$ cat config.mk
export PLATFORM = sky130hd
export DESIGN_NAME = wb_trap_retire
export DESIGN_NICKNAME = d
export VERILOG_FILES = /design/src/rtl/riscv_wb_pkg.sv /design/src/rtl/trap_prio_enc.sv /design/src/rtl/wb_trap_retire.sv
export SDC_FILE = /design/constraint.sdc
export NUM_CORES = 1
export LEC_CHECK = 0
export CORE_AREA = 2 2 297 299
export CTS_BUF_LIST = sky130_fd_sc_hd__clkbuf_4
export DETAILED_ROUTE_END_ITERATION = 10
export DIE_AREA = 0 0 299 301
export REMOVE_ABC_BUFFERS = 1
export SLEW_MARGIN = 40
export SYNTH_ARGS = -nofsm -noshare
export SYNTH_HDL_FRONTEND = slang
export SYNTH_SLANG_ARGS = --single-unit
$ cat constraint.sdc
create_clock -name CLK -period 8.9 [get_ports CLK]
set_clock_uncertainty 0.15 [all_clocks]
set_input_delay 0.89 -clock CLK [delete_from_list [all_inputs] [get_ports CLK]]
set_output_delay 0.89 -clock CLK [all_outputs]
set_load 0.03 [all_outputs]
$ cat src/rtl/riscv_wb_pkg.sv
// ---------------------------------------------------------------------------
// riscv_wb_pkg
// Shared definitions for the write-back / trap retire stage:
//   - RISC-V major opcodes that produce a register-file write
//   - mcause exception and interrupt codes (low bits only; the interrupt
//     flag in bit XLEN-1 is added by the priority encoder)
//   - retire FSM state type
// ---------------------------------------------------------------------------
package riscv_wb_pkg;

    localparam logic [6:0] OPC_LOAD   = 7'b0000011;
    localparam logic [6:0] OPC_OP_IMM = 7'b0010011;
    localparam logic [6:0] OPC_OP     = 7'b0110011;
    localparam logic [6:0] OPC_LUI    = 7'b0110111;
    localparam logic [6:0] OPC_AUIPC  = 7'b0010111;
    localparam logic [6:0] OPC_SYSTEM = 7'b1110011;
    localparam logic [6:0] OPC_JALR   = 7'b1100111;
    localparam logic [6:0] OPC_JAL    = 7'b1101111;

    localparam int CAUSE_CODE_W = 4;

    localparam logic [CAUSE_CODE_W-1:0] CAUSE_INSTR_MISALIGNED   = 4'd0;
    localparam logic [CAUSE_CODE_W-1:0] CAUSE_INSTR_ACCESS_FAULT = 4'd1;
    localparam logic [CAUSE_CODE_W-1:0] CAUSE_ILLEGAL_INSTR      = 4'd2;
    localparam logic [CAUSE_CODE_W-1:0] CAUSE_LOAD_MISALIGNED    = 4'd4;
    localparam logic [CAUSE_CODE_W-1:0] CAUSE_LOAD_ACCESS_FAULT  = 4'd5;
    localparam logic [CAUSE_CODE_W-1:0] CAUSE_STORE_MISALIGNED   = 4'd6;
    localparam logic [CAUSE_CODE_W-1:0] CAUSE_STORE_ACCESS_FAULT = 4'd7;
    localparam logic [CAUSE_CODE_W-1:0] CAUSE_ECALL_U            = 4'd8;
    localparam logic [CAUSE_CODE_W-1:0] CAUSE_ECALL_M            = 4'd11;
    localparam logic [CAUSE_CODE_W-1:0] CAUSE_TIMER_INT          = 4'd7;
    localparam logic [CAUSE_CODE_W-1:0] CAUSE_EXTERNAL_INT       = 4'd11;

    typedef enum logic {
        ST_RUN   = 1'b0,
        ST_FLUSH = 1'b1
    } wb_state_t;

endpackage

$ cat src/rtl/trap_prio_enc.sv
// ---------------------------------------------------------------------------
// trap_prio_enc
// Combinational fixed-priority selector over the ten trap sources.
// Interrupts are only considered when mie is set and always win over
// synchronous exceptions.
// Ports:
//   ecall, f_iam, f_iaf, f_ii, mem_lam, mem_laf, mem_sam, mem_saf : exceptions
//   timer, external : interrupt requests
//   privilege       : 1 = M-mode (selects ecall cause 11 vs 8)
//   mie             : global interrupt enable
//   take            : some trap source is active
//   cause [XLEN]    : mcause value, bit XLEN-1 set for interrupts
// ---------------------------------------------------------------------------
module trap_prio_enc
    import riscv_wb_pkg::*;
#(
    parameter int XLEN = 64
) (
    input  logic            ecall,
    input  logic            f_iam,
    input  logic            f_iaf,
    input  logic            f_ii,
    input  logic            mem_lam,
    input  logic            mem_laf,
    input  logic            mem_sam,
    input  logic            mem_saf,
    input  logic            timer,
    input  logic            external,
    input  logic            privilege,
    input  logic            mie,
    output logic            take,
    output logic [XLEN-1:0] cause
);

    logic [CAUSE_CODE_W-1:0] code;
    logic                    is_irq;

    // Priority chain, highest first; the final else means nothing fired.
    always_comb begin
        take   = 1'b1;
        code   = '0;
        is_irq = 1'b0;
        if (mie && external) begin
            code   = CAUSE_EXTERNAL_INT;
            is_irq = 1'b1;
        end else if (mie && timer) begin
            code   = CAUSE_TIMER_INT;
            is_irq = 1'b1;
        end else if (f_iaf) begin
            code = CAUSE_INSTR_ACCESS_FAULT;
        end else if (f_ii) begin
            code = CAUSE_ILLEGAL_INSTR;
        end else if (f_iam) begin
            code = CAUSE_INSTR_MISALIGNED;
        end else if (ecall) begin
            code = privilege ? CAUSE_ECALL_M : CAUSE_ECALL_U;
        end else if (mem_sam) begin
            code = CAUSE_STORE_MISALIGNED;
        end else if (mem_lam) begin
            code = CAUSE_LOAD_MISALIGNED;
        end else if (mem_saf) begin
            code = CAUSE_STORE_ACCESS_FAULT;
        end else if (mem_laf) begin
            code = CAUSE_LOAD_ACCESS_FAULT;
        end else begin
            take = 1'b0;
        end

        cause                    = '0;
        cause[CAUSE_CODE_W-1:0]  = code;
        cause[XLEN-1]            = is_irq;
    end

endmodule

$ cat src/rtl/wb_trap_retire.sv
// ---------------------------------------------------------------------------
// wb_trap_retire
// Write-back / retire stage with trap handling. Each accepted instruction
// produces registered results one cycle later: either a register-file /
// CSR write strobe, or (on a trap) a one-cycle context-switch pulse with
// CAUSE/EPC and a redirect to TVEC, followed by FLUSH_CYCLES cycles in
// which write-back is squashed and BUSY is high.
//
// Parameters: XLEN (data width), FLUSH_CYCLES (1..15 squash cycles).
// Inputs : CLK, RESET (async, active high), WB_V, WB_IR, WB_DRID,
//          WB_NPC, WB_MEM_RESULT, WB_ALU_RESULT, WB_RFD, WB_CSRFD,
//          WB_PC_MUX, TVEC, MIE, PRIVILEGE, exception and interrupt bits.
// Outputs: WB_RF_DATA, WB_CSR_DATA, WB_DRID_OUT, WB_LD_REG, WB_LD_CSR,
//          PC_MUX, WB_BR_JMP_TARGET, CS, CAUSE, EPC, BUSY (all registered).
// Optional: define WB_INSTRET_CNT_EN to add the INSTRET retire counter.
// ---------------------------------------------------------------------------
module wb_trap_retire
    import riscv_wb_pkg::*;
#(
    parameter int XLEN         = 64,
    parameter int FLUSH_CYCLES = 3
) (
    input  logic            CLK,
    input  logic            RESET,
    input  logic            WB_V,
    input  logic [31:0]     WB_IR,
    input  logic [4:0]      WB_DRID,
    input  logic [XLEN-1:0] WB_NPC,
    input  logic [XLEN-1:0] WB_MEM_RESULT,
    input  logic [XLEN-1:0] WB_ALU_RESULT,
    input  logic [XLEN-1:0] WB_RFD,
    input  logic [XLEN-1:0] WB_CSRFD,
    input  logic            WB_PC_MUX,
    input  logic [XLEN-1:0] TVEC,
    input  logic            MIE,
    input  logic            PRIVILEGE,
    input  logic            WB_ECALL,
    input  logic            F_IAM,
    input  logic            F_IAF,
    input  logic            F_II,
    input  logic            MEM_LAM,
    input  logic            MEM_LAF,
    input  logic            MEM_SAM,
    input  logic            MEM_SAF,
    input  logic            TIMER,
    input  logic            EXTERNAL,
    output logic [XLEN-1:0] WB_RF_DATA,
    output logic [XLEN-1:0] WB_CSR_DATA,
    output logic [4:0]      WB_DRID_OUT,
    output logic            WB_LD_REG,
    output logic            WB_LD_CSR,
    output logic            PC_MUX,
    output logic [XLEN-1:0] WB_BR_JMP_TARGET,
    output logic            CS,
    output logic [XLEN-1:0] CAUSE,
    output logic [XLEN-1:0] EPC,
`ifdef WB_INSTRET_CNT_EN
    output logic [XLEN-1:0] INSTRET,
`endif
    output logic            BUSY
);

    localparam logic [3:0] FLUSH_LOAD = 4'(FLUSH_CYCLES);

    wb_state_t       state;
    logic [3:0]      flush_cnt;

    logic            take;
    logic [XLEN-1:0] trap_cause;

    logic            ld_reg_d;
    logic            ld_csr_d;
    logic [XLEN-1:0] rf_data_d;

    // Only the opcode field matters here; the rest of the instruction word
    // is decoded upstream.
    logic            unused_ir_bits;
    assign unused_ir_bits = ^WB_IR[31:7];

    trap_prio_enc #(
        .XLEN(XLEN)
    ) u_prio (
        .ecall    (WB_ECALL),
        .f_iam    (F_IAM),
        .f_iaf    (F_IAF),
        .f_ii     (F_II),
        .mem_lam  (MEM_LAM),
        .mem_laf  (MEM_LAF),
        .mem_sam  (MEM_SAM),
        .mem_saf  (MEM_SAF),
        .timer    (TIMER),
        .external (EXTERNAL),
        .privilege(PRIVILEGE),
        .mie      (MIE),
        .take     (take),
        .cause    (trap_cause)
    );

    // Result-source selection by opcode; writes to x0 are dropped but a
    // SYSTEM instruction still writes its CSR.
    always_comb begin
        ld_reg_d  = 1'b0;
        ld_csr_d  = 1'b0;
        rf_data_d = WB_ALU_RESULT;
        case (WB_IR[6:0])
            OPC_LOAD: begin
                ld_reg_d  = 1'b1;
                rf_data_d = WB_MEM_RESULT;
            end
            OPC_OP_IMM, OPC_OP, OPC_LUI, OPC_AUIPC: begin
                ld_reg_d  = 1'b1;
                rf_data_d = WB_ALU_RESULT;
            end
            OPC_SYSTEM: begin
                ld_reg_d  = 1'b1;
                ld_csr_d  = 1'b1;
                rf_data_d = WB_RFD;
            end
            OPC_JALR, OPC_JAL: begin
                ld_reg_d  = 1'b1;
                rf_data_d = WB_NPC;
            end
            default: begin
                ld_reg_d = 1'b0;
            end
        endcase
        if (WB_DRID == 5'd0) begin
            ld_reg_d = 1'b0;
        end
    end

    // Retire FSM with registered outputs. Strobes default low every cycle;
    // the flush counter is loaded on a trap and returns to RUN on the edge
    // where it would reach zero, so the following edge can accept again.
    always_ff @(posedge CLK or posedge RESET) begin
        if (RESET) begin
            state            <= ST_RUN;
            flush_cnt        <= '0;
            WB_RF_DATA       <= '0;
            WB_CSR_DATA      <= '0;
            WB_DRID_OUT      <= '0;
            WB_LD_REG        <= 1'b0;
            WB_LD_CSR        <= 1'b0;
            PC_MUX           <= 1'b0;
            WB_BR_JMP_TARGET <= '0;
            CS               <= 1'b0;
            CAUSE            <= '0;
            EPC              <= '0;
            BUSY             <= 1'b0;
`ifdef WB_INSTRET_CNT_EN
            INSTRET          <= '0;
`endif
        end else begin
            WB_LD_REG <= 1'b0;
            WB_LD_CSR <= 1'b0;
            PC_MUX    <= 1'b0;
            CS        <= 1'b0;
            case (state)
                ST_RUN: begin
                    if (WB_V) begin
                        if (take) begin
                            CS               <= 1'b1;
                            CAUSE            <= trap_cause;
                            EPC              <= WB_NPC - XLEN'(4);
                            PC_MUX           <= 1'b1;
                            WB_BR_JMP_TARGET <= TVEC;
                            BUSY             <= 1'b1;
                            flush_cnt        <= FLUSH_LOAD;
                            state            <= ST_FLUSH;
                        end else begin
                            WB_LD_REG        <= ld_reg_d;
                            WB_LD_CSR        <= ld_csr_d;
                            WB_RF_DATA       <= rf_data_d;
                            WB_CSR_DATA      <= WB_CSRFD;
                            WB_DRID_OUT      <= WB_DRID;
                            PC_MUX           <= WB_PC_MUX;
                            WB_BR_JMP_TARGET <= WB_ALU_RESULT;
`ifdef WB_INSTRET_CNT_EN
                            INSTRET          <= INSTRET + XLEN'(1);
`endif
                        end
                    end
                end
                ST_FLUSH: begin
                    if (flush_cnt <= 4'd1) begin
                        flush_cnt <= '0;
                        BUSY      <= 1'b0;
                        state     <= ST_RUN;
                    end else begin
                        flush_cnt <= flush_cnt - 4'd1;
                    end
                end
                default: begin
                    state <= ST_RUN;
                end
            endcase
        end
    end

endmodule

==> run metrics, run 1 <==
Slew Limit Headroom 0.4313; met1 Use GR 0.1648; Finished Layout Cells 3,263; GR peak layer met2; final cell utilization of the core 0.2615; worst min path class reg -> reg; PD cells 229.7 nW/um^2; Seq cells post-synth 276; Worst Tran Pin Value 845.2 ps; minimum clock period 3862 ps; post-placement setup slack 4116 ps; CTS Buffer Depth 3; final net count 2,480; worst flop-to-flop path endpoint EPC[55]; setup_tns 0 ps; number of I/O port buffers 682; Synth cell types 56; Syn Inst Count 1,341; period utilization 0.4339; drt wl/cell 19.81 um; Total Power 5.194 mW; total global routing overflow 0; clock-pin transition on the worst setup and hold timing paths 60 ps; Die Wd 299 um; antenna viol nets, final 0; asr flop ratio synth 1.000; largest net degree at the start of global routing 127; Root Buffer clkbuf_4; Setup violations, final 0; crit-path cells clkdlybuf4s50_1, or3_1, or4_4, buf_4, or3_1, or4_1, a31oi_1; DR pass1 iterations 10; WHS Path Cells 2; R2R cell count 8; Syn Area/Cell 10.08 um^2; Max Cap Viol 0; Core Rows 108; most frequent CP cell or3_1; design area 22,620 um^2; top post-synthesis cells by area dfrtp_1 (51%), mux2_2 (5.7%), nand2_1 (5.2%), a222oi_1 (4.7%), mux2i_1 (4.7%); die height 301 um; vias in the first global route 13,780; Fin Hold WS 324.1 ps; # DRC 0; status completed; Worst Hold End EPC[1]; critical path's top delay family simple AND/OR/NAND/NOR gates; Slew Viols, Final 0; Crit Path Class in -> reg; # hold bufs at CTS 0; number of synthesized flops with an enable pin 0; placed cell areas 21,460 um^2; CP bufs+invs 2; Critical Path End Type flop; Worst EP arrival 4410 ps; Final GP Congestion 0.8161; CTS tree built; worst skew pair latency 830 ps; Initial Util 0.1564; Synth top area share 0.5108; vias per cell 4.131; worst hold path startpoint EPC[1]; RSZ-0062 raised after global routing no; # clock sinks 276; Inserted Clock Buffers 87; startpoint types primary input; Worst Path Required 9450 ps; worst-path fanout max 17; first-pass GRT wire length 91.76 mm; post-synth top area cell dfrtp_1; share of cells above drive strength 1 0.1194; Final Hold Vio Count 0; Sequential Area 6907 um^2; core footprint 86,480 um^2; I/O pin total 767; postcts setup bufs 0; R2R Setup Slk 5720 ps; sequential share of the synthesized area 0.5108; # fillers 9,267; drt total wl 64.63 mm; worst r2r src state; Post-DP HPWL 48.33 mm; CTS resizes 0; Max stage delay on crit path 670 ps; total number of vias 13,480; most frequently used flop master after synthesis dfrtp_1; met3 Usage GRT 0.04452; die area 90,000 um^2; antenna violations before repair 6; DR iter-0 viols 902; H-tree levels 3; slowest cell on the critical path or3_1; Max Clock Freq 258.9 MHz; Leak 9.532 nW; Ys Warns 0; multi-input combinational cell area 6042 um^2; Placed Cells 3,103; peak supply drop 115.6 uV; cell area after synthesis 13,520 um^2; Final WS setup 5038 ps; total track usage 0.1379; Synth-to-Final Area Change 67.25%; M2 GR Usage 0.2259
how the worst max path moves through the flow:
| stage | from | end | cells past startpoint |
|---|---|---|---|
| after floorplan | F_IAF | WB_CSR_DATA[0] | 4 |
| after global placement | WB_NPC[24] | EPC[62] | 6 |
| after detailed placement | WB_NPC[24] | EPC[58] | 6 |
| after CTS | WB_NPC[24] | EPC[58] | 6 |
| after global routing | WB_NPC[12] | EPC[61] | 7 |
| final | WB_NPC[13] | EPC[61] | 7 |
cells in the final DEF, fill, tap and decap left out, types with 64 or more instances in the layout:
| cell | count |
|---|---|
| o21ai_0 | 117 |
| dfrtp_1 | 276 |
| nand2_1 | 189 |
| nor2_1 | 109 |
| mux2_2 | 69 |
| a31oi_1 | 86 |
| mux2i_1 | 64 |
| clkdlybuf4s50_1 | 682 |
| a222oi_1 | 64 |
| clkbuf_4 | 121 |
synth_stat cells (all sizes together), types with 8 or more instances:
| cell type | number |
|---|---|
| dfrtp | 276 |
| nand2 | 189 |
| o21ai | 117 |
| nor2 | 110 |
| a31oi | 86 |
| clkbuf | 85 |
| buf | 71 |
| mux2 | 69 |
| a222oi | 64 |
| mux2i | 64 |
| xnor2 | 27 |
| nor4 | 26 |
| or3 | 25 |
| nor3 | 19 |
| or4 | 18 |
| nand3 | 14 |
| o31ai | 10 |
| a21oi | 8 |
| xor2 | 8 |
sequential cells by signal (all words and copies together), names as in the netlist:
name              count
CAUSE                 5
WB_RF_DATA           64
state                 1
flush_cnt             4
WB_LD_CSR             1
CS                    1
WB_BR_JMP_TARGET     64
EPC                  64
BUSY                  1
WB_DRID_OUT           5
PC_MUX                1
WB_CSR_DATA          64
WB_LD_REG             1
per-layer routing:
layer	wire length, um	vias up
met5	13	-
met4	2483	2
met2	30510	618
met1	26200	6468
met3	5422	132
li1	-	6258
kinds of logic (layout without fill, tap and decap cells):
logic type	Yosys count	after routing	synth area share
flip-flops	276	276	0.5108
AND/OR/NAND/NOR	428	428	0.1447
other	1	65	0.0002773
multiplexers	133	133	0.1048
buffers and inverters	163	866	0.06468
AO/OA/AOI/OAI	302	302	0.1493
adder cells (fa/ha/maj)	3	3	0.002776
XOR/XNOR	35	35	0.02267
power breakdown:
part,internal (mW),switching (mW),total [mW]
sequential,1.58,0.183,1.76
clock,0.626,0.634,1.26
combinational,0.864,1.31,2.17
worst min-delay path, cell delays in order, from the launching register on:
cell	delay, ps
dfrtp_1	340
nand2_1	50
nand2_1	50
layout make-up:
class	instances	area share
clock buffer	121	0.04017
inverter	7	0.001494
sequential	276	0.3054
tap	1155	0.06390
multi-input combinational	960	0.2672
antenna	6	0.0006639
clock inverter	30	0.006030
timing repair buffer	708	0.3152
No activity file was read; power rests on OpenSTA's default activity.
==> run 2: changes to the inputs <==
--- a/config.mk
+++ b/config.mk
@@ -5,10 +5,10 @@
 export SDC_FILE = /design/constraint.sdc
 export NUM_CORES = 1
 export LEC_CHECK = 0
-export CORE_AREA = 2 2 297 299
+export CORE_AREA = 2 2 299 301
 export CTS_BUF_LIST = sky130_fd_sc_hd__clkbuf_4
 export DETAILED_ROUTE_END_ITERATION = 10
-export DIE_AREA = 0 0 299 301
+export DIE_AREA = 0 0 301 303
 export REMOVE_ABC_BUFFERS = 1
 export SLEW_MARGIN = 40
 export SYNTH_ARGS = -nofsm -noshare
==> constraint.sdc (replaced) <==
create_clock -name CLK -period 4.02 [get_ports CLK]
set_clock_uncertainty 0.15 [all_clocks]
set_input_delay 0.402 -clock CLK [delete_from_list [all_inputs] [get_ports CLK]]
set_output_delay 0.402 -clock CLK [all_outputs]
set_load 0.03 [all_outputs]
==> run 2 against run 1 <==
Effect of this change:
- worst setup slack lost 4000 ps
- global-route usage grew 0.34 points
- sequential power grew 120%
- die area grew 1.3%
- first-iteration DRC count grew 18%
- non-clock buffer count grew 222
- count of clock-buffer cells in the layout grew 8
- wire length grew 4.8%
- final area grew 9.9%
- largest cell class unchanged
- largest power group unchanged
==> run metrics, run 2 (synthesized netlist as in run 1, its figures left out) <==
status completed; total track usage 0.1413 (+0.003387); clock-pin transition on the worst setup and hold timing paths 60 ps (about the same); Setup violations, final 0 (unchanged); multi-input combinational cell area 6016 um^2 (-0.43%); Sequential Area 6907 um^2 (unchanged); R2R Setup Slk 1690 ps (-4030 ps); R2R cell count 7 (-1); die area 91,200 um^2 (+1.3%); Inserted Clock Buffers 87 (unchanged); design area 24,870 um^2 (+9.9%); number of I/O port buffers 682 (unchanged); DR iter-0 viols 1,061 (+18%); peak supply drop 252.7 uV (+120%); largest net degree at the start of global routing 131 (+3.1%); WHS Path Cells 3 (+1); startpoint types primary input; die height 303 um (+0.66%); CTS resizes 0 (unchanged); worst hold path startpoint TVEC[43]; first-pass GRT wire length 95.39 mm (+3.9%); PD cells 478.4 nW/um^2 (+110%); DR pass1 iterations 6 (-4); Final GP Congestion 0.8157 (about the same); CTS tree built; final net count 2,702 (+9.0%); crit path launch EXTERNAL; Final Hold Vio Count 0 (unchanged); H-tree levels 3 (unchanged); worst skew pair latency 830 ps (about the same); worst-path fanout max 32 (+15); # fillers 9,267 (unchanged); # hold bufs at CTS 192 (+192); Synth-to-Final Area Change 83.89%; Initial Util 0.1537 (-0.002635); # DRC 0 (unchanged); Max Clock Freq 330.4 MHz; antenna violations before repair 7 (+1); commonest non-fill, non-tap cell in the layout clkdlybuf4s50_1; vias in the first global route 15,010 (+8.9%); minimum clock period 3026 ps; Max Cap Viol 0 (unchanged); CTS Buffer Depth 3 (unchanged); Worst Tran Pin Value 783.4 ps (-61.87 ps); Worst Hold End WB_BR_JMP_TARGET[43]; antenna viol nets, final 0 (unchanged); RSZ-0062 raised after global routing no; Critical Path End Type flop; Die Wd 301 um (+0.67%); placed cell areas 21,810 um^2 (+1.6%); drt total wl 67.72 mm (+4.8%); worst flop-to-flop path endpoint WB_RF_DATA[17]; Slew Viols, Final 0 (unchanged); I/O pin total 767 (unchanged); Worst EP arrival 3650 ps (-760 ps); Total Power 11.90 mW (+130%); Crit Path Class in -> reg; total global routing overflow 0 (unchanged); most frequent cells in the layout clkdlybuf4s50_1 (682), dfrtp_1 (276), dlygate4sd3_1 (192); # clock sinks 276 (unchanged); setup_tns 0 ps (unchanged); Worst Path Required 4640 ps (-4810 ps); drt wl/cell 19.36 um (-2.3%); total number of vias 14,490 (+7.5%); core footprint 87,970 um^2 (+1.7%); vias per cell 4.143 (+0.31%); worst min path class in -> reg; Leak 10.54 nW (+11%); Root Buffer clkbuf_4; period utilization 0.7529; share of cells above drive strength 1 0.1231 (+0.003654); Core Rows 109 (+0.93%); postcts setup bufs 0 (unchanged); Post-DP HPWL 50.01 mm (+3.5%); Slew Limit Headroom 0.4778 (+0.04644); worst r2r src state
run 2: cell types whose count changed in the layout (fill, tap and decap cells not counted), sizes merged:
cell / previous run / this run
dlygate4sd3: 0 / 192
buf: 26 / 56
clkbuf: 121 / 129
clkinv: 25 / 17
diode: 6 / 9
bufinv: 0 / 2
clkinvlp: 3 / 2
inv: 9 / 8
run 2: how the worst max path moves through the flow:
stage	to	slack, ps
2_1_floorplan	WB_CSR_DATA[0]	-7980
3_3_place_gp	EPC[61]	170
3_5_place_dp	EPC[61]	170
4_1_cts	EPC[60]	1130
5_1_grt	WB_RF_DATA[0]	1040
6_report	WB_RF_DATA[17]	990
run 2: per-stage QoR:
stage / hold WS, ps / instances / util / setup WS [ps]
final: 139.2 / 3498 / 0.2827 / 993.5
after global routing: 9.365 / 3495 / 0.2826 / 1038
after CTS: 0.9608 / 3489 / 0.2824 / 1125
after detailed placement: 316.7 / 3146 / 0.2479 / 173.4
after global placement: 309.3 / 3144 / 0.2478 / 165.9
after floorplan: 326.0 / 1243 / - / -7978
run 2: worst max-delay path: stages:
cell and delay, ps:
dlygate4sd3_1 550, clkdlybuf4s50_1 450, o21ai_0 430, buf_4 240, nand3_4 100, nor2_4 180
buf_12 230, buf_4 240, nor2_1 50, a31oi_1 150, dlygate4sd3_1 580
run 2: where the power goes:
part	internal, mW	switching [mW]	total, mW
registers	3.50	0.428	3.93
clock network	1.58	1.41	2.99
logic	2.05	2.92	4.98
total	7.13	4.76	11.9
run 2: layer usage:
metal  track usage  vias up  wire [um]
li1              -     6713          -
met1        0.1646     6964      26770
met5             0        -         27
met2        0.2384      677      32880
met3       0.04110      135       5580
met4       0.06681        4       2463
run 2: layout make-up:
| class | instances | area share |
|---|---|---|
| antenna | 9 | 0.0009058 |
| sequential | 276 | 0.2778 |
| inverter | 7 | 0.001359 |
| tap | 1165 | 0.05862 |
| clock buffer | 129 | 0.03895 |
| multi-input combinational | 960 | 0.2419 |
| timing repair buffer | 930 | 0.3746 |
| clock inverter | 22 | 0.005887 |
==> run 3: changes to the inputs <==
--- a/config.mk
+++ b/config.mk
@@ -5,10 +5,10 @@
 export SDC_FILE = /design/constraint.sdc
 export NUM_CORES = 1
 export LEC_CHECK = 0
-export CORE_AREA = 2 2 299 301
+export CORE_AREA = 2 2 297 299
 export CTS_BUF_LIST = sky130_fd_sc_hd__clkbuf_4
 export DETAILED_ROUTE_END_ITERATION = 10
-export DIE_AREA = 0 0 301 303
+export DIE_AREA = 0 0 299 301
 export REMOVE_ABC_BUFFERS = 1
 export SLEW_MARGIN = 40
 export SYNTH_ARGS = -nofsm -noshare
==> constraint.sdc (replaced) <==
create_clock -name CLK -period 2.46 [get_ports CLK]
set_clock_uncertainty 0.15 [all_clocks]
set_input_delay 0.246 -clock CLK [delete_from_list [all_inputs] [get_ports CLK]]
set_output_delay 0.246 -clock CLK [all_outputs]
set_load 0.03 [all_outputs]
==> run 3 against run 2 <==
Effect of this change:
- the flow now finishes with violations (setup timing)
- global-route usage increased by 1.8 points
- wire length grew 11%
- sequential share of layout area fell by 2.9 points
- power rose by 67%
- non-clock buffer count increased by 308
- count of clock-buffer cells in the layout unchanged
- flip-flop and latch count stayed put
- first-iteration DRC count is 2.1% lower
- utilization rose by 3.8 points
- worst hold slack got worse by 73 ps
- final area rose by 12%
- die area shrank 1.3%
==> run metrics, run 3 (synthesized netlist as in run 1, its figures left out) <==
period utilization 1.015; total track usage 0.1592 (+0.01794); minimum clock period 2497 ps; Synth-to-Final Area Change 105.4%; antenna violations before repair 9 (+2); setup_tns -199.7 ps (-199.7 ps); Max Cap Viol 0 (unchanged); post-placement setup slack -974.8 ps (-1148 ps); I/O pin total 767 (unchanged); Critical Path Stages 8 (-3); CP endpoint EPC[55]; Final GP Congestion 0.8331 (+2.1%); Slew Limit Headroom 0.5235 (+0.04571); Worst Path Required 3110 ps (-1530 ps); # clock sinks 276 (unchanged); failing checks setup timing; Critical Path End Type flop; R2R Setup Slk 50 ps (-1640 ps); CTS Buffer Depth 3 (unchanged); H-tree levels 3 (unchanged); vias in the first global route 16,750 (+12%); slowest cell on the critical path or4_4; Final WS setup -36.53 ps (-1030 ps); Initial Util 0.1564 (+0.002635); DR pass1 iterations 8 (+2); Final Hold Vio Count 0 (unchanged); drt wl/cell 19.72 um (+1.9%); final net count 3,012 (+11%); Root Buffer clkbuf_4; DR iter-0 viols 1,039 (-2.1%); # DRC 0 (unchanged); status finished with violations; Max Clock Freq 400.6 MHz; Inserted Clock Buffers 89 (+2.3%); PD cells 713.4 nW/um^2 (+49%); worst skew pair latency 830 ps (about the same); worst min path class in -> reg; total global routing overflow 0 (unchanged); R2R cell count 8 (+1); die area 90,000 um^2 (-1.3%); antenna viol nets, final 0 (unchanged); largest net degree at the start of global routing 70 (-47%); vias per cell 4.181 (+0.92%); die height 301 um (-0.66%); Slew Viols, Final 0 (unchanged); worst-path fanout max 11 (-66%); critical path's top delay family simple AND/OR/NAND/NOR gates; CP bufs+invs 3 (-3); Crit Path Class in -> reg; RSZ-0062 raised after global routing yes; clock-pin transition on the worst setup and hold timing paths 70 ps (about the same); total number of vias 15,860 (+9.5%); worst flop-to-flop path endpoint WB_RF_DATA[46]; Setup violations, final 10 (+10); drt total wl 74.83 mm (+11%); number of I/O port buffers 682 (unchanged); Worst EP arrival 3140 ps (-510 ps); Worst Tran Pin Value 714.8 ps (-68.56 ps); crit-path cells clkdlybuf4s50_1, or4_4, or4b_4, or4_4, buf_12, buf_4, or4_1, nand3_1; worst r2r src state; Post-DP HPWL 55.61 mm (+11%); Leak 12.30 nW (+17%); peak supply drop 469.4 uV (+86%); share of cells above drive strength 1 0.1697 (+0.04664); first-pass GRT wire length 106.6 mm (+12%); CTS tree built; # fillers 8,836 (-4.7%); most frequent cells in the layout clkdlybuf4s50_1 (628), dlygate4sd3_1 (346), dfrtp_1 (276); Max stage delay on crit path 600 ps (+20 ps); core footprint 86,480 um^2 (-1.7%); crit path launch WB_NPC[43]; Die Wd 299 um (-0.66%); startpoint types primary input; commonest non-fill, non-tap cell in the layout clkdlybuf4s50_1; final cell utilization of the core 0.3211 (+0.03844); most frequent CP cell or4_4; Core Rows 108 (-0.92%)
==> run 3: cell count changes in the layout (fill, tap and decap cells not counted), moves of 4 or more <==
cell / previous run / this run
dlygate4sd3_1: 192 / 346
buf_12: 12 / 25
dlygate4sd2_1: 0 / 46
diode_2: 9 / 5
dlymetal6s2s_1: 0 / 7
clkdlybuf4s50_1: 682 / 628
buf_4: 42 / 180
buf_6: 0 / 4
==> run 3: area by class of cell <==
class                           instances  area [um^2]  share of cell area
Inverter                                7        33.78            0.001216
Tap cell                             1155         1445             0.05204
Clock inverter                         24        163.9            0.005902
Sequential cell                       276         6907              0.2487
Multi-Input combinational cell        960         6066              0.2184
Clock buffer                          129        968.4             0.03487
Antenna cell                            5        12.51           0.0004506
Timing Repair Buffer                 1238        12170              0.4384
==> run 3: per-stage QoR <==
| step | hold WS, ps | std cells | instance area, um^2 | power, mW |
|---|---|---|---|---|
| after floorplan | 201.4 | 1243 | 12890 | 10.23 |
| after global placement | 309.8 | 3281 | 23030 | 14.70 |
| after detailed placement | 318.6 | 3281 | 23030 | 14.76 |
| after CTS | 0.01987 | 3780 | 27570 | 20.08 |
| after global routing | 28.47 | 3794 | 27770 | 20.97 |
| final | 66.36 | 3794 | 27770 | 19.81 |
==> run 3: layer usage <==
metal,track usage,up-vias,part of all wire
met1,0.1882,7610,0.41
met5,0,-,0.00051
met2,0.2664,766,0.48
met4,0.07369,6,0.039
li1,-,7320,-
met3,0.04560,162,0.077
==> run 3: worst min-delay path by stage <==
stage	startpoint	to	slack, ps	depth (start not counted)
2_1_floorplan	WB_NPC[0]	EPC[0]	200	2
3_3_place_gp	WB_BR_JMP_TARGET[8]	WB_BR_JMP_TARGET[8]	310	2
3_5_place_dp	EPC[1]	EPC[1]	320	2
4_1_cts	F_II	CAUSE[1]	0.02	4
5_1_grt	WB_NPC[12]	EPC[15]	30	6
6_report	WB_NPC[12]	EPC[15]	70	6
==> run 3: worst reg2reg max path, stage by stage, from the launching register on <==
cell	delay, ps
dfrtp_1	440
nand2b_4	230
nor2_4	200
buf_4	160
buf_12	170
buf_4	230
nor2_1	50
a31oi_1	120
dlygate4sd3_1	570
==> run 3: report_power, final <==
group	total, mW	switching (mW)	internal (mW)
sequential	6.43	0.715	5.72
combinational	8.47	4.95	3.52
clock	4.91	2.31	2.60
total	19.8	7.98	11.8
==> run 3: timing repair <==
item / 4_1_cts / 5_1_grt
resized for setup: 47 / 26
hold buffers: 346 / 1
setup buffers: 0 / 8
setup endpoints to repair: 51 / 58
cloned: 0 / 1
pin swaps: 1 / 8
endpoints found under the hold margin: 379 / 2
==> variant: new RTL, flow settings as in run 3 <==
Build with the macro `WB_INSTRET_CNT_EN` defined.
--- a/src/rtl/wb_trap_retire.sv
+++ b/src/rtl/wb_trap_retire.sv
@@ -16,2 +16,4 @@
 // ---------------------------------------------------------------------------
+`define WB_INSTRET_CNT_EN
+
 module wb_trap_retire
New outputs: INSTRET. Check against the original RTL: not settled (the Yosys comparison gave no result); the edit may change what the design does.
==> variant against run 3 <==
The run still ends with setup timing left. Worst setup slack lost 0.0041 ns. Sequential cell count grew 64. Clock power grew 16%. Cell area grew 16%. Global-route usage grew 2.0 points. Power grew 10%. Routed wire length grew 13%. Synthesized area grew 23%. Count of clock-buffer cells in the layout grew 19. Non-clock buffer count grew 127.
==> variant: results <==
<?xml version="1.0" encoding="UTF-8"?>
<metrics>
  <group name="outcome">
    <metric name="run_status" unit="">complete, but fails checks</metric>
    <metric name="failed_checks" unit="">setup timing</metric>
  </group>
  <group name="power">
    <metric name="power.ir.vdd_worst" unit="µV">502</metric>
    <metric name="total_leakage_power" unit="nW">14.8</metric>
  </group>
  <group name="yosys">
    <metric name="synth_cells" unit="">1758</metric>
    <metric name="synth_seq_area_share" unit="%">51.3</metric>
    <metric name="synth.area.top_cells" unit="">dfrtp_1, nand2_1, o21ai_0</metric>
    <metric name="synth_commonest_cells" unit="">nand2_1, dfrtp_1, o21ai_0, clkbuf_1, xnor2_1</metric>
  </group>
  <group name="global_routing">
    <metric name="initial_antenna_violation_count" unit="">12</metric>
    <metric name="grt_usage" unit="%">17.9</metric>
    <metric name="largest_net_degree_at_the_start_of_global_routing" unit="">86</metric>
  </group>
  <group name="critical_path">
    <metric name="rrSetupSlack" unit="ns">0.13</metric>
    <metric name="startpoint" unit="">WB_NPC[22]</metric>
    <metric name="crit_fanout" unit="">7</metric>
    <metric name="critical_path.reg2reg.endpoint" unit="">WB_LD_REG</metric>
    <metric name="timing.critical_path.slowest_cell_delay" unit="ns">0.58</metric>
    <metric name="cp.arrival" unit="ns">3.08</metric>
    <metric name="path_common_cell" unit="">buf_4</metric>
    <metric name="ff2ff_path_depth" unit="">7</metric>
  </group>
  <group name="detailed_routing">
    <metric name="routed_wire_length" unit="mm">84.4</metric>
    <metric name="firstDrtPassIters" unit="">9</metric>
  </group>
  <group name="placed_design">
    <metric name="placed_cells" unit="">3787</metric>
    <metric name="dp.final_hpwl" unit="mm">62.0</metric>
    <metric name="port-buffer-count" unit="">746</metric>
  </group>
  <group name="sta">
    <metric name="worst_slew_pin_slew" unit="ns">0.823</metric>
    <metric name="hold_slack" unit="ns">0.0678</metric>
    <metric name="report.final.setup_viol" unit="">4</metric>
    <metric name="final_layout_setup_total_negative_slack" unit="ns">-0.0772</metric>
    <metric name="finalWorstSetupSlack" unit="ns">-0.0406</metric>
  </group>
  <group name="cells_and_area">
    <metric name="layout-drive-gt1-share" unit="%">13.4</metric>
    <metric name="num-fill-cells" unit="">8591</metric>
    <metric name="fin_nets" unit="">3560</metric>
  </group>
  <group name="hold_path">
    <metric name="holdPathStages" unit="">3</metric>
  </group>
  <group name="clock_tree">
    <metric name="number_of_buffers_created_by_cts" unit="">102</metric>
  </group>
</metrics>
variant: changes by cell type in the layout (fill, tap and decap cells not counted), moves of 37 or more:
| cell | change |
|---|---|
| dlygate4sd2_1 | +122 |
| a31oi_1 | -69 |
| nor2_1 | -37 |
| xnor2_1 | +47 |
| clkdlybuf4s50_1 | -58 |
| dfrtp_1 | +63 |
| a21boi_0 | +65 |
| mux2_2 | -64 |
| o21ai_0 | +61 |
| nand2_1 | +220 |
variant: cells by family (layout without fill, tap and decap cells):
logic type,count (synthesis),after routing,synth area share [%]
compound gates,357,357,14.2
flops,340,340,51.3
buf+inv,184,1566,5.52
mux,69,69,4.20
xor+xnor,103,103,5.44
other cells,1,66,0.0226
simple gates,700,700,19.0
fa+ha+maj,4,4,0.302
variant: worst reg2reg max path, cell delays in order, from the launching register on:
cell and delay (ns):
dfrtp_2 0.47, nand2b_4 0.17, nor4_2 0.24, buf_4 0.18
buf_12 0.13, buf_16 0.18, o311a_1 0.21, dlygate4sd3_1 0.55
variant: through the flow:
step                      cell area (µm²)  worst slack (ns)
after global routing                32100           -0.0102
final                               32100           -0.0406
after floorplan                     16000             -7.36
after CTS                           32000          0.000176
after global placement              27000            -0.962
after detailed placement            27000            -0.949
variant: final cells by class:
type | instances | area share (%)
inverter | 18 | 0.242
antenna | 7 | 0.0546
clock inverter | 35 | 0.631
timing repair buffer | 1365 | 41.2
clock buffer | 148 | 3.46
tap | 1155 | 4.50
sequential | 340 | 26.5
multi-input combinational | 1292 | 23.4
variant: what timing repair did:
item                                    CTS  global route
hold endpoints to repair                587             0
gates resized for setup                 168            27
cloned                                    0             1
endpoints found under the setup margin  168            67
pin swaps                                 0             4
hold buffers                            383             0
setup buffers                             0             1
variant: worst max-delay path by stage:
stage / endpoint / depth (start not counted)
after detailed placement: EPC[58] / 8
after CTS: WB_RF_DATA[33] / 1
after global placement: EPC[59] / 7
after floorplan: BUSY / 1
final: EPC[46] / 10
after global routing: WB_RF_DATA[0] / 1
variant: where the power goes:
group | internal [mW] | switching (mW) | total [mW]
Clock | 2.97 | 2.73 | 5.70
Sequential | 6.79 | 0.768 | 7.56
Combinational | 3.45 | 5.09 | 8.54
Total | 13.2 | 8.59 | 21.8
variant: routing by layer:
metal	up-vias	wire [µm]	GRT usage, %
li1	8889	-	-
met5	-	45	0
met1	9158	33700	21.0
met2	851	40900	30.3
met3	194	6660	5.18
met4	6	3050	8.10
